**src/rtl/fila_enq_bridge_if.sv**
```systemverilog
// Handshake bundle between the deserializer, the enqueue bridge and the 8-entry queue.
// The master modport is the bridge side; the slave modport is the environment side.
interface fila_enq_bridge_if;
  logic       des_valid;
  logic [7:0] des_data;
  logic       des_ack;
  logic [7:0] len_in;
  logic [7:0] enq_data;
  logic       enq_out;
  logic       busy_out;
  logic [7:0] drop_count;

  modport master (
    input  des_valid, des_data, len_in,
    output des_ack, enq_data, enq_out, busy_out, drop_count
  );

  modport slave (
    output des_valid, des_data, len_in,
    input  des_ack, enq_data, enq_out, busy_out, drop_count
  );
endinterface

```
**src/rtl/fila_enq_bridge.sv**
```systemverilog
// Deserializer-to-queue bridge: synchronizes des_valid, captures one word per handshake and pulses enqueue once.
// Optional FILA_DROP_ON_FULL_EN: discard and count words while the queue is full instead of stalling.
module fila_enq_bridge #(
  parameter int DEPTH       = 8,
  parameter int SYNC_STAGES = 2
) (
  input  logic               clock_10khz,
  input  logic               reset,
  fila_enq_bridge_if.master  bus
);

  localparam logic [7:0] DEPTH_L = 8'(DEPTH);

  typedef enum logic [2:0] {
    IDLE  = 3'd0,
    CHECK = 3'd1,
    ENQ   = 3'd2,
    ACK   = 3'd3
`ifndef FILA_DROP_ON_FULL_EN
    , FULL = 3'd4
`endif
  } state_t;

  state_t                 state_q, state_d;
  logic [SYNC_STAGES-1:0] sync_q;
  logic                   v_s;
  logic                   has_room;
  logic                   capture;
  logic [7:0]             enq_data_q;

  // NOTE: sequential state uses non-blocking assignments so every flop samples pre-edge values.
  always_ff @(posedge clock_10khz or posedge reset) begin
    if (reset) sync_q <= '0;
    else       sync_q <= {sync_q[SYNC_STAGES-2:0], bus.des_valid};
  end

  assign v_s      = sync_q[SYNC_STAGES-1];
  assign has_room = bus.len_in < DEPTH_L;

`ifdef FILA_DROP_ON_FULL_EN
  logic       drop_inc;
  logic [7:0] drop_q;
`endif

  always_comb begin
    // NOTE: every combinational output gets a default first, so no path can infer a latch.
    state_d = state_q;
    capture = 1'b0;
`ifdef FILA_DROP_ON_FULL_EN
    drop_inc = 1'b0;
`endif
    case (state_q)
      IDLE: begin
        if (v_s) begin
          capture = 1'b1;
          state_d = CHECK;
        end
      end
      CHECK: begin
        if (has_room) begin
          state_d = ENQ;
        end else begin
`ifdef FILA_DROP_ON_FULL_EN
          state_d  = ACK;
          drop_inc = 1'b1;
`else
          state_d = FULL;
`endif
        end
      end
`ifndef FILA_DROP_ON_FULL_EN
      FULL:    if (has_room) state_d = ENQ;
`endif
      ENQ:     state_d = ACK;
      ACK:     if (!v_s) state_d = IDLE;
      default: state_d = IDLE;
    endcase
  end

  always_ff @(posedge clock_10khz or posedge reset) begin
    if (reset) state_q <= IDLE;
    else       state_q <= state_d;
  end

  // des_data is only sampled on the IDLE->CHECK edge, where the handshake guarantees it is stable.
  // NOTE: the data holding register is reset too, because enq_data must read 0 after reset.
  always_ff @(posedge clock_10khz or posedge reset) begin
    if (reset)        enq_data_q <= '0;
    else if (capture) enq_data_q <= bus.des_data;
  end

`ifdef FILA_DROP_ON_FULL_EN
  always_ff @(posedge clock_10khz or posedge reset) begin
    if (reset)                          drop_q <= '0;
    else if (drop_inc && drop_q != 8'hFF) drop_q <= drop_q + 8'd1;
  end
  assign bus.drop_count = drop_q;
`else
  assign bus.drop_count = 8'd0;
`endif

  // Outputs decode the state register only, so they never glitch on asynchronous inputs.
  assign bus.enq_data = enq_data_q;
  assign bus.enq_out  = (state_q == ENQ);
  assign bus.des_ack  = (state_q == ACK);
  assign bus.busy_out = (state_q != IDLE);

endmodule

```
**src/flat_wrapper.sv**
```systemverilog
// flat-port wrapper written by rule: the top's interface ports become plain ports
module fila_enq_bridge_flat 
#(
  parameter int DEPTH       = 8,
  parameter int SYNC_STAGES = 2
)
  (clock_10khz, reset, bus_des_valid, bus_des_data, bus_len_in, bus_des_ack, bus_enq_data, bus_enq_out, bus_busy_out, bus_drop_count);
  fila_enq_bridge_if bus_i ();
  input  logic clock_10khz;
  input  logic reset;
  input wire logic [$bits(bus_i.des_valid)-1:0] bus_des_valid;
  input wire logic [$bits(bus_i.des_data)-1:0] bus_des_data;
  input wire logic [$bits(bus_i.len_in)-1:0] bus_len_in;
  output wire logic [$bits(bus_i.des_ack)-1:0] bus_des_ack;
  output wire logic [$bits(bus_i.enq_data)-1:0] bus_enq_data;
  output wire logic [$bits(bus_i.enq_out)-1:0] bus_enq_out;
  output wire logic [$bits(bus_i.busy_out)-1:0] bus_busy_out;
  output wire logic [$bits(bus_i.drop_count)-1:0] bus_drop_count;
  assign bus_i.des_valid = bus_des_valid;
  assign bus_i.des_data = bus_des_data;
  assign bus_i.len_in = bus_len_in;
  assign bus_des_ack = bus_i.des_ack;
  assign bus_enq_data = bus_i.enq_data;
  assign bus_enq_out = bus_i.enq_out;
  assign bus_busy_out = bus_i.busy_out;
  assign bus_drop_count = bus_i.drop_count;
  fila_enq_bridge #(.DEPTH(DEPTH), .SYNC_STAGES(SYNC_STAGES)) u_core (.clock_10khz(clock_10khz), .reset(reset), .bus(bus_i));
endmodule
```
**config.mk**
```make
export PLATFORM = sky130hd
export DESIGN_NAME = fila_enq_bridge_flat
export DESIGN_NICKNAME = d
export VERILOG_FILES = /design/src/rtl/fila_enq_bridge_if.sv /design/src/rtl/fila_enq_bridge.sv /design/src/flat_wrapper.sv
export SDC_FILE = /design/constraint.sdc
export NUM_CORES = 1
export LEC_CHECK = 0
export CAP_MARGIN = 20
export CELL_PAD_IN_SITES_DETAIL_PLACEMENT = 0
export CELL_PAD_IN_SITES_GLOBAL_PLACEMENT = 1
export CORE_AREA = 2 2 50 52
export CTS_CLUSTER_DIAMETER = 50
export CTS_CLUSTER_SIZE = 16
export DETAILED_ROUTE_END_ITERATION = 16
export DIE_AREA = 0 0 52 54
export MAX_ROUTING_LAYER = met4
export PLACE_DENSITY_LB_ADDON = 0.1
export SLEW_MARGIN = 20
export SYNTH_ARGS = -nofsm -noshare
export SYNTH_HDL_FRONTEND = slang
export SYNTH_SLANG_ARGS = --single-unit
```
**constraint.sdc**
```tcl
create_clock -name clock_10khz -period 4.3 [get_ports clock_10khz]
set_clock_uncertainty 0.1 [all_clocks]
set_input_delay 0.645 -clock clock_10khz [delete_from_list [all_inputs] [get_ports clock_10khz]]
set_output_delay 0.645 -clock clock_10khz [all_outputs]
set_load 0.02 [all_outputs]
```
Yosys cells after proc, flatten, opt, wreduce, memory -nomap -nowiden. Cells that the tools add are included.

Mux-type cells: 7. Order comparisons: 1. Reductions and logical operators: 3. Eq/ne operators: 7.

Operators with widths (number): $pmux W3 S5 (1); $mux W3 (4); $lt A8 B4 Y1 const B (1); $eq A3 B2 Y1 const B (2); $ne A2 B1 Y1 const B (2); $eq A3 B1 Y1 const B (1); $eq A3 B3 Y1 const B (1); $logic_not A3 Y1 (1); $reduce_and A3 Y1 (1); $reduce_bool A3 Y1 (1); $mux W1 (2); $ne A2 B2 Y1 const B (1).

Logic and storage cells: 21. Register bits after elaboration: 13.

Longest topological paths before layout.
Depth in word-level cells: 3. Mapped depth: 3. Gate-level depth less buffers: 3.

Worst setup path before layout. No wires, ideal clock.

Path kind: register -> output. Start point: register u_core.state_q[0]. End point: output port bus_enq_out. Slack: 2.665 ns. Buffers on the path: 0. Data arrival time: 0.890 ns. Data required time: 3.555 ns. Cell stages (with the launch flop): 3. Cells stage by stage: dfrtp_1 -> nand2b_1 -> nor2_1.

Cells in the longest elaborated chain, start to end: 1.

Ends and longest elaborated chain: start, declared (RTL line fila_enq_bridge.sv:24) `state_t state_q, state_d;`; start signal, assigned (RTL line fila_enq_bridge.sv:82) `else state_q <= state_d;`; $eq A3 B2 Y1 (RTL line fila_enq_bridge.sv:104) `assign bus.enq_out = (state_q == ENQ);`; end, declared (RTL line flat_wrapper.sv:16) `output wire logic [$bits(bus_i.enq_out)-1:0] bus_enq_out;`.

No other way between the ends.

Final worst setup path.
Start point: register u_core.state_q[2]. End point: output port bus_busy_out.

Cells in the longest elaborated chain, start to end: 1.

Ends and longest elaborated chain: $reduce_bool A3 Y1 (RTL line fila_enq_bridge.sv:106) `assign bus.busy_out = (state_q != IDLE);`; end, declared (RTL line flat_wrapper.sv:17) `output wire logic [$bits(bus_i.busy_out)-1:0] bus_busy_out;`.

No other way between the ends.

==> results.json <==
{
  "synth_edf_count": 0,
  "cp_data_arrival_time_ps": 1720,
  "netlist.top_cell.by_area": "dfrtp_1",
  "vias_per_cell": 3.722,
  "clock_latency_ps": 260,
  "clockBufferDepth": 2,
  "finalHoldViolCount": 0,
  "numPortBuffers": 26,
  "syn_inst": 49,
  "holdPathStages": 0,
  "yosysMostFrequentCell": "dfrtp_1",
  "dr.first_iter.drc_count": 1,
  "dr.pass1.iters": 2,
  "required_ps": 3560,
  "start_kind": "register",
  "tns_ps": 0,
  "rsz0062_at_grt": "false",
  "cts_buffers": 3,
  "cap_violations": 0,
  "max_slew_margin": 0.6532,
  "setup.worst_path.end_class": "primary output",
  "wl_um": 1040,
  "grt_pass1_wl_um": 1711,
  "cts_setup_buffers": 0,
  "synth_top_area_frac": 0.5274,
  "drc_errors": 0,
  "grt_max_degree": 14,
  "crit_type": "reg2out",
  "ios": 38,
  "die-area_um2": 2808,
  "post-route-period-util": 0.5726,
  "syn_avg_cell_area_um2": 12.59,
  "cts_sinks": 13,
  "synth-seq-area-share": 0.5274,
  "dieWidth_um": 52,
  "ys_warn_count": 0,
  "worstMarginPinSlew_ps": 519.7,
  "grt_pass1_vias": 376,
  "path_max_fanout": 7,
  "htree_levels": 1,
  "drtAntennaViolNets": 0,
  "holdCritPathClass": "reg2reg",
  "grt_overflow": 0,
  "synth_ff_type": "dfrtp_1",
  "tritoncts": "built",
  "final.min_clock_period_ps": 2462,
  "async_flop_share": 1.000,
  "grtUsageTotal": 0.09402,
  "max_freq_ghz": 0.4061,
  "core-area_um2": 2320,
  "fp-row-count": 18,
  "dp.final_hpwl_um": 799.3,
  "drv_slew": 0,
  "status": "completed",
  "whs_ps": 266.2,
  "cts-hold-fix-buffers": 0,
  "antennaDiodeCount": 0,
  "drive_gt1_frac": 0.1923,
  "fillers": 233,
  "vias": 402,
  "setup_violations": 0,
  "clock-root-buffer": "clkbuf_4",
  "syn_area_um2": 616.8,
  "rr_worst_depth": 3,
  "vdd_drop_max_v": 0.0003333,
  "die_h_um": 54,
  "leakage_nw": 0.3907,
  "fin_nets": 98,
  "synth_commonest_cells": "13 x dfrtp_1, 8 x buf_4, 8 x mux2_2",
  "antenna_found_initial": 0,
  "synth_seq_cells": 13,
  "clk_pin_slew_ps": 70,
  "ys_types": 19,
  "place.gp.congestion": 0.6818,
  "synthTopCellsByArea": "dfrtp_1 53%, mux2_2 15%, buf_4 9.7%",
  "wl_per_cell_um": 9.630,
  "layout_setup_ws_ps": 1838,
  "cts_resized": 0,
  "preCtsSetupSlack_ps": 2123,
  "start_util": 0.2659,
  "powerDensity_nw_per_um2": 632.0,
  "area_delta_synth_final_pct": 47.06
}
## state kept, by name, summed over array words and instances (netlist names)
name / flops
u_core.sync_q: 2
u_core.state_q: 3
u_core.bus.enq_data: 8
## power breakdown
group / internal [W] / switching (W)
clock network: 0.0000358 / 0.0000361
registers: 0.000173 / 0.0000373
logic: 0.000161 / 0.000131
total: 0.000369 / 0.000204
## metal layers
| metal | share of wire | vias to the layer above | global-route usage | wire (um) |
|---|---|---|---|---|
| met5 | 0 | - | - | 0 |
| met4 | 0.0096 | 0 | 0.07895 | 10 |
| met3 | 0.055 | 2 | 0.03333 | 57 |
| met2 | 0.44 | 16 | 0.1160 | 455 |
| met1 | 0.50 | 175 | 0.1198 | 516 |
| li1 | - | 209 | - | - |
## stage by stage
| stage | cell area (um2) | util | power (W) | cells |
|---|---|---|---|---|
| after floorplan | 643.1 | - | 0.0003881 | 56 |
| after global placement | 880.8 | 0.3797 | 0.0005081 | 104 |
| after detailed placement | 880.8 | 0.3797 | 0.0005085 | 104 |
| after CTS | 907.1 | 0.3910 | 0.0005847 | 108 |
| after global routing | 907.1 | 0.3910 | 0.0006227 | 108 |
| final | 907.1 | 0.3910 | 0.0005733 | 108 |
## cell usage in the layout (no fill, tap or decap)
| cell | instances |
|---|---|
| or3_4 | 1 |
| xnor2_1 | 1 |
| nor3_1 | 1 |
| or3b_1 | 1 |
| a311o_1 | 1 |
| or4_1 | 1 |
| dfrtp_1 | 13 |
| a21oi_1 | 1 |
| clkbuf_1 | 1 |
| and3_1 | 1 |
| clkbuf_4 | 3 |
| nor2_1 | 2 |
| conb_1 | 8 |
| inv_1 | 4 |
| a211oi_2 | 1 |
| o21ai_0 | 1 |
| mux2_2 | 8 |
| nor2_8 | 1 |
| clkdlybuf4s50_1 | 26 |
| nand2b_1 | 1 |
| or3b_2 | 1 |
## kinds of logic after synthesis
| logic type | after synthesis | share of synthesized area |
|---|---|---|
| buffers and inverters | 12 | 0.1217 |
| flip-flops | 13 | 0.5274 |
| XOR/XNOR | 1 | 0.01420 |
| other | 1 | 0.006079 |
| AND/OR/NAND/NOR | 10 | 0.1319 |
| multiplexers | 8 | 0.1461 |
| AO/OA/AOI/OAI | 4 | 0.05272 |
## critical path: stages (launching register included)
cell,delay (ps)
dfrtp_1,460
or3_4,450
clkdlybuf4s50_1,550
## area by class of cell
type | count | area [um2] | share of cell area
flip-flops and latches | 13 | 325.3 | 0.3586
repair buffers | 26 | 260.3 | 0.2869
multi-input cells | 31 | 242.7 | 0.2676
well taps | 30 | 37.54 | 0.04138
clock buffers | 4 | 26.28 | 0.02897
inverters | 4 | 15.01 | 0.01655
## final timing paths
kind / end / slack, ps / startpoint
setup / recovery: bus_busy_out / 1840 / u_core.state_q[2]
hold / removal: u_core.sync_q[1] / 270 / u_core.sync_q[0]
setup reg to reg: u_core.bus.enq_data[3] / 2670 / u_core.state_q[2]
hold reg to reg: u_core.sync_q[1] / 270 / u_core.sync_q[0]
max in group asynchronous: u_core.state_q[0] / 3150 / reset
min in group asynchronous: u_core.sync_q[0] / 610 / reset
Power figures use the tool's default switching activity.
